==> config.mk <==
export PLATFORM = sky130hd
export DESIGN_NAME = guess_entry
export DESIGN_NICKNAME = d
export VERILOG_FILES = /design/src/rtl/guess_entry.sv
export SDC_FILE = /design/constraint.sdc
export NUM_CORES = 1
export LEC_CHECK = 0
export CORE_MARGIN = 1
export CORE_UTILIZATION = 35
export CTS_CLUSTER_SIZE = 20
export DETAILED_ROUTE_END_ITERATION = 8
export PLACE_DENSITY_LB_ADDON = 0.1
export SLEW_MARGIN = 20
export SYNTH_ARGS = -nofsm -noshare
export SYNTH_HDL_FRONTEND = slang
export SYNTH_SLANG_ARGS = --single-unit
==> constraint.sdc <==
create_clock -name clk -period 2.4 [get_ports clk]
set_input_delay 0.6 -clock clk [delete_from_list [all_inputs] [get_ports clk]]
set_output_delay 0.6 -clock clk [all_outputs]
set_load 0.02 [all_outputs]
==> src/rtl/guess_entry.sv <==
// Player guess entry: cursor/colour editing, valid/ready submission to the scorer,
// and history capture of each accepted guess.
module guess_entry #(
  parameter int unsigned NUM_COLORS  = 6,
  parameter int unsigned MAX_GUESSES = 10
) (
  input  logic       clk,
  input  logic       rst_n,
  input  logic       btn_left,
  input  logic       btn_right,
  input  logic       btn_color,
  input  logic       btn_submit,
  input  logic       game_over,
  input  logic       submit_ready,
  output logic       submit_valid,
  output logic [2:0] guess_rgb0,
  output logic [2:0] guess_rgb1,
  output logic [2:0] guess_rgb2,
  output logic [2:0] guess_rgb3,
  output logic [2:0] history_rgb0,
  output logic [2:0] history_rgb1,
  output logic [2:0] history_rgb2,
  output logic [2:0] history_rgb3,
  output logic       blink_enable,
  output logic [1:0] blink_led,
  output logic [3:0] guess_count,
  output logic       locked
);

  typedef enum logic [1:0] {
    EDIT     = 2'd0,
    WAIT_ACK = 2'd1,
    LOCKED   = 2'd2
  } state_t;

  localparam logic [2:0] LAST_COLOR = 3'(NUM_COLORS);
  localparam logic [3:0] LAST_GUESS = 4'(MAX_GUESSES);

  state_t     state;
  logic [2:0] guess   [4];
  logic [2:0] history [4];
  logic       all_filled;

  function automatic logic [2:0] next_color(input logic [2:0] c);
    return ((c == 3'd0) || (c == LAST_COLOR)) ? 3'd1 : c + 3'd1;
  endfunction

  always_comb begin
    all_filled = 1'b1;
    for (int unsigned i = 0; i < 4; i++) begin
      if (guess[i] == 3'd0) all_filled = 1'b0;
    end
  end

  always_ff @(posedge clk or negedge rst_n) begin
    if (!rst_n) begin
      state        <= EDIT;
      submit_valid <= 1'b0;
      blink_led    <= '0;
      guess_count  <= '0;
      for (int unsigned i = 0; i < 4; i++) begin
        guess[i]   <= '0;
        history[i] <= '0;
      end
    end else begin
      case (state)
        EDIT: begin
          if (game_over) begin
            state <= LOCKED;
          end else if (btn_submit) begin
            // An incomplete submit still consumes the cycle: other buttons are dropped.
            if (all_filled) begin
              submit_valid <= 1'b1;
              state        <= WAIT_ACK;
            end
          end else if (btn_color) begin
            guess[blink_led] <= next_color(guess[blink_led]);
          end else if (btn_left && !btn_right) begin
            blink_led <= blink_led - 2'd1;
          end else if (btn_right && !btn_left) begin
            blink_led <= blink_led + 2'd1;
          end
        end
        WAIT_ACK: begin
          if (submit_ready) begin
            for (int unsigned i = 0; i < 4; i++) begin
              history[i] <= guess[i];
              guess[i]   <= '0;
            end
            blink_led    <= '0;
            guess_count  <= guess_count + 4'd1;
            submit_valid <= 1'b0;
            state <= ((guess_count + 4'd1 == LAST_GUESS) || game_over) ? LOCKED : EDIT;
          end
        end
        default: begin
          state <= LOCKED;
        end
      endcase
    end
  end

  assign blink_enable = (state == EDIT);
  assign locked       = (state == LOCKED);

  assign guess_rgb0   = guess[0];
  assign guess_rgb1   = guess[1];
  assign guess_rgb2   = guess[2];
  assign guess_rgb3   = guess[3];
  assign history_rgb0 = history[0];
  assign history_rgb1 = history[1];
  assign history_rgb2 = history[2];
  assign history_rgb3 = history[3];

endmodule

### Word-level counts from Yosys, hierarchy flattened

Cells that the tools add are included.

* bits in registers: 33
* input bits: 8
* output and inout port bits: 33
* word-level logic and storage cells: 86

* $add $sub $neg: 4
* $lt $le $gt $ge: 2
* equality and inequality tests: 14
* multiplexer cells: 34
* bitwise operators: 1
* reduce and logical (&&, ||, !) cells: 19

Operator list (number)
* 12-bit 2-to-1 mux: 4
* 12-bit one-hot mux with 2 select lines: 1
* 2-bit 2-to-1 mux: 11
* 3-bit zero test: 5
* 12-bit bitwise mux: 1
* 3-bit 2-to-1 mux: 4
* 2-bit != test (second input constant): 6
* 5-bit AND reduction: 2
* 1-bit 2-to-1 mux: 8
* 2-bit one-hot mux with 2 select lines: 2
* 3-bit binary-select mux with 2-bit select: 1
* 3-bit demux with 2-bit select: 1
* 6-bit AND reduction: 1
* 4-bit by 1-bit adder with 4-bit output (second input constant): 1
* 4-bit equality test (second input constant): 1
* 3-bit by 1-bit adder with 3-bit output (second input constant): 1
* 3-bit equality test (second input constant): 1
* 3-bit >= comparator (second input constant): 1
* 1-bit logical AND: 3
* 3-bit by 1-bit < comparator with 1-bit output (second input constant): 1
* 3-bit by 1-bit != test with 1-bit output (second input constant): 1
* 3-bit by 2-bit != test with 1-bit output (second input constant): 1
* 3-bit != test (second input constant): 1
* 2-bit inverter with 3-bit output: 1
* other kinds (12): 14

### Logic depth before layout (Yosys ltp)

Gate-level depths: netlist of run 1.

* depth after elaboration: 12
* gate-level depth with buffers: 9
* depth with buffers taken out: 7

### Worst setup path before layout of run 1

Ideal clock, no wire load.

* path kind: register to register
* from: register blink_led[1]
* to: register guess, in the netlist guess_rgb1[2]
* setup time: 0.133 ns
* data arrival time: 2.025 ns
* required time: 2.267 ns
* path slack: 0.242 ns
* stages on the path, launching flop included: 9
* path buffers: 2
* period minus slack after synthesis: 2.158 ns
* path through: dfrtp_1 -> clkbuf_1 -> clkbuf_1 -> mux4_2 -> ha_1 -> nor2b_1 -> mux2_2 -> nand2_1 -> o31ai_1

* cells in the longest elaborated chain, start to end: 12
* elaborated cells on any way between the ends: 19
* classes of those cells: add/sub (1); order compare (2); eq/ne (1); mux (11); bitwise (1); reduce/logical (3)

Ends and longest elaborated chain
* start: declaration: RTL line 25 `output logic [1:0] blink_led,`
* start signal: assignment: RTL line 79 `blink_led <= blink_led - 2'd1;`
* start signal: assignment: RTL line 81 `blink_led <= blink_led + 2'd1;`
* 2-bit inverter with 3-bit output (not written as such) (*): RTL line 77 `guess[blink_led] <= next_color(guess[blink_led]);`
* branches (longest 6 deep; another with 3-bit by 1-bit adder with 3-bit output)
* 12-bit bitwise mux (*): RTL line 77
* 12-bit 2-to-1 mux (*): RTL line 76 `end else if (btn_color) begin`
* 12-bit 2-to-1 mux (*): RTL line 70 `end else if (btn_submit) begin`
* 12-bit 2-to-1 mux (*): RTL line 68 `if (game_over) begin`
* 12-bit one-hot mux with 2 select lines (*): RTL line 66 `case (state)`
* end signal: indexed assignment: RTL line 77
* end: declaration: RTL line 40 `logic [2:0] guess [4];`

Every way passes the cells marked *. The select of a mux whose other input is x is not followed.
A chain may end at the register's enable or synchronous reset.

### Worst setup path after layout of run 1

* from: register state[0]
* to: output port blink_enable

* cells in the longest elaborated chain, start to end: 1

Ends and longest elaborated chain
* start: declaration: RTL line 39 `state_t state;`
* start signal: assignment: RTL line 93 `state <= ((guess_count + 4'd1 == LAST_GUESS) || game_over) ? LOCKED : EDIT;`
* 2-bit zero test: RTL line 103 `assign blink_enable = (state == EDIT);`
* end: declaration: RTL line 24 `output logic blink_enable,`

Every way passes these cells.

==> results of run 1 <==
## cells in the mapped netlist
cell | count | share of area (%)
nor2_1 | 6 | 1.3
a31o_1 | 1 | 0.51
nand2b_1 | 1 | 0.36
buf_6 | 1 | 0.65
nand3_1 | 10 | 2.9
mux2_2 | 13 | 8.5
nor3_1 | 6 | 1.7
xnor2_1 | 3 | 1.5
a21boi_0 | 1 | 0.44
nor4_4 | 1 | 1.2
and3_1 | 1 | 0.36
a31o_2 | 1 | 0.51
nor2b_1 | 7 | 2.5
or4b_2 | 1 | 0.58
o21ai_0 | 8 | 2.3
mux4_2 | 3 | 3.9
xor2_1 | 2 | 1.0
nand2_1 | 12 | 2.6
ha_1 | 5 | 3.6
mux2i_1 | 10 | 5.8
o2bb2ai_1 | 1 | 0.51
nand3b_1 | 2 | 0.87
clkbuf_1 | 3 | 0.65
and2_1 | 3 | 1.1
dfrtp_1 | 33 | 48
o31ai_1 | 1 | 0.44
o21ai_1 | 2 | 0.58
or3_1 | 1 | 0.36
nor3b_1 | 2 | 0.87
o41ai_1 | 1 | 0.51
a21oi_1 | 3 | 0.87
a31oi_1 | 1 | 0.36
nand4b_1 | 1 | 0.51
buf_2 | 4 | 1.2
inv_1 | 3 | 0.65
## stage by stage
stage / hold WS, ns / power, W / setup WS [ns]
2_1_floorplan: 0.304 / 0.000585 / 0.242
3_3_place_gp: 0.486 / 0.000621 / 0.165
3_5_place_dp: 0.493 / 0.000623 / 0.103
4_1_cts: 0.507 / 0.00103 / 0.106
5_1_grt: 0.531 / 0.00106 / 0.0299
6_report: 0.503 / 0.00102 / 0.102
## kinds of logic after synthesis
family,count (synthesis),share of synthesized area (%)
AND/OR/NAND/NOR,54,17.4
flip-flops,33,48.0
multiplexers,26,18.3
AO/OA/AOI/OAI,20,7.06
buffers and inverters,11,3.13
XOR/XNOR,5,2.55
adder cells (fa/ha/maj),5,3.64
## flip-flops by register name, summed over array words and instances (netlist names)
register	count
history_rgb1	3
guess_rgb2	3
guess_rgb3	3
guess_rgb0	3
history_rgb0	3
history_rgb2	3
guess_count	4
blink_led	2
state	2
submit_valid	1
history_rgb3	3
guess_rgb1	3
## routing by layer
| layer | wire, um | vias to the layer above | track usage (%) |
|---|---|---|---|
| met3 | 182 | 7 | 4.31 |
| met5 | 0 | - | 0 |
| met4 | 69 | 0 | 8.28 |
| met1 | 1750 | 662 | 20.9 |
| li1 | - | 638 | - |
| met2 | 1860 | 41 | 27.2 |
## critical path, delay by kind of cell (launching register included)
| kind | cells | cell delay [ns] |
|---|---|---|
| AND/OR/NAND/NOR | 1 | 0.25 |
| flip-flops | 1 | 0.51 |
| buffers and inverters | 1 | 0.65 |
## final cells by class
cell class | count | area [sq um]
fillers | 454 | 2440
multi-input cells | 110 | 841
well taps | 67 | 83.8
clock inverters | 2 | 10.0
inverters | 3 | 11.3
repair buffers | 45 | 438
flip-flops and latches | 33 | 826
clock buffers | 6 | 72.6
## cells in the final DEF (no fill, tap or decap)
master           netlist  final
xnor2_1                3      3
dfrtp_1               33     33
o21ai_0                8      8
and2_1                 3      3
nand3_1               10     10
nand2b_1               1      1
a31o_2                 1      1
buf_4                  0      5
or4b_2                 1      1
a21boi_0               1      1
xor2_1                 2      2
o21ai_1                2      2
nand3b_1               2      2
and3_1                 1      1
a21oi_1                3      3
mux4_2                 3      3
nor3_1                 6      6
nor2_1                 6      6
o31ai_1                1      1
a31o_1                 1      1
a31oi_1                1      1
nor4_4                 1      1
clkbuf_8               0      5
mux2i_1               10     10
nor3b_1                2      2
clkdlybuf4s50_1        0     40
ha_1                   5      5
nand4b_1               1      1
or3_1                  1      1
o2bb2ai_1              1      1
nor2b_1                7      7
clkinv_2               0      2
mux2_2                13     13
clkbuf_1               3      1
nand2_1               12     12
o41ai_1                1      1
inv_1                  3      3
## final timing paths
path / endpoint / cells after the start / startpoint / slack [ns]
setup / recovery: blink_enable / 2 / state[0] / 0.10
hold / removal: history_rgb0[1] / 1 / history_rgb0[1] / 0.50
setup reg to reg: guess_rgb2[2] / 6 / guess_rgb1[1] / 0.51
hold reg to reg: history_rgb0[1] / 1 / history_rgb0[1] / 0.50
max in group asynchronous: blink_led[0] / 2 / rst_n / 1.38
min in group asynchronous: guess_rgb0[2] / 2 / rst_n / 0.72
## where the power goes
part	internal, W	switching, W	leakage [nW]
Clock	0.000201	0.000203	0.0450
Combinational	0.0000227	0.0000249	0.502
Sequential	0.000559	0.00000477	0.444
==> results by group, run 1 <==
Outcome
  – Status: finished, final reports clean

Global routing
  – Largest net degree at the start of global routing: 34
  – Gr ovfl total: 0
  – First-pass GRT wire length: around 6.6 mm
  – Gr usage total: between 10% and 20%
  – Vias in the first global route: between 1000 and 1500
  – Antenna violations before repair: 0

Clock tree
  – H-tree lvl count: 2
  – Clk_lat worst skew: between 0.2 and 0.3 ns
  – Max Buffers Root-to-Sink: 2
  – TritonCTS buffer count: 5
  – Clock transition at the registers of the reported paths: around 0.070 ns
  – Clk root buf: clkbuf_8
  – Sink Count: 33
  – Post-CTS Setup Bufs: 0
  – CTS hold repair buffers: 0
  – CTS tree: done
  – Post_cts resized: 0

Synthesis
  – Syn Area/Cell: 11.2 sq um
  – Cell Area, Synth: roughly 1700 sq um
  – Synthesized Nets: 167
  – Sequential area share after synthesis: 48.0%
  – Synth warn: 0
  – Unique masters post-synth: 35
  – Gate Count Post-Synth: between 150 and 200
  – FF+latch count, synth: 33

Routing
  – Total vias in the final route: around 1300
  – Pre-antenna DRT Iters: 4
  – Initial drt markers: 83
  – Routed wire length per instance: 14.5 um
  – Total Routed Length: around 3.9 mm
  – Post-route ant nets: 0
  – DRC errors left: 0
  – Via density: roughly 5

STA
  – Fin crit share: a little over nine tenths
  – RSZ-0062 raised after global routing: no
  – Layout Skew: approximately 0.0068 ns
  – Peak Freq: between 400 and 500 MHz
  – Worst-margin pin slew: approximately 0.42 ns
  – Fin. Hold Viols: 0
  – Tmin final: 2.30 ns
  – Max-slew violations: 0
  – Slew HR: roughly 72%
  – Setup TNS: 0 ns
  – Final setup viols: 0

Worst setup path
  – Worst-path maximum fanout: 12
  – CP peak stage delay: 0.65 ns
  – Startpoint types: flop
  – Critical-path cell list: nor2_1, clkdlybuf4s50_1
  – Crit end category: primary output
  – Arr. time, crit path: approximately 1.7 ns
  – Type of the worst setup path: flop to primary output
  – Critical Path RT: 1.80 ns
  – CP max stage cell: clkdlybuf4s50_1

Layout
  – Fin area: between 2000 and 2500 sq um
  – P&R area growth vs syn: 32.7%
  – Final core occ: 48.3%
  – Fin cells: 266
  – Ant diodes: 0
  – Layout cell share with drive strength beyond 1: about 16%
  – Fin nets: about 210

Power
  – Peak VDD IR: ~0.26 mV
  – Leakage: around 0.99 nW
  – Power Density: roughly 440 nW/um^2

Placed design
  – GPL Wtd Cong: slightly below 0.8
  – Post-DP HPWL: 2.73 mm
  – Port buffer count: 40
  – Cell area after placement: 2200 sq um
  – # placed instances: ~260

Floorplan
  – Io pins: between 40 and 50
  – Total die area: roughly 5200 sq um
  – Starting density of the core: 36.4%
  – Die height: approximately 72 um
  – Die Width: roughly 72 um
  – Number of cell rows: 25
  – CORE AREA: roughly 4700 sq um

Hold path
  – Hold/Removal Path Class: flop to flop

Run
  – Max Cap Viol: 0
Power figures use the tool's default switching activity.
==> run 2, diff against run 1 <==
SETUP_SLACK_MARGIN = 0.02   (was not set)
==> results of run 2 <==
Same layout as run 1: the final DEF is identical, and so are final timing and power.
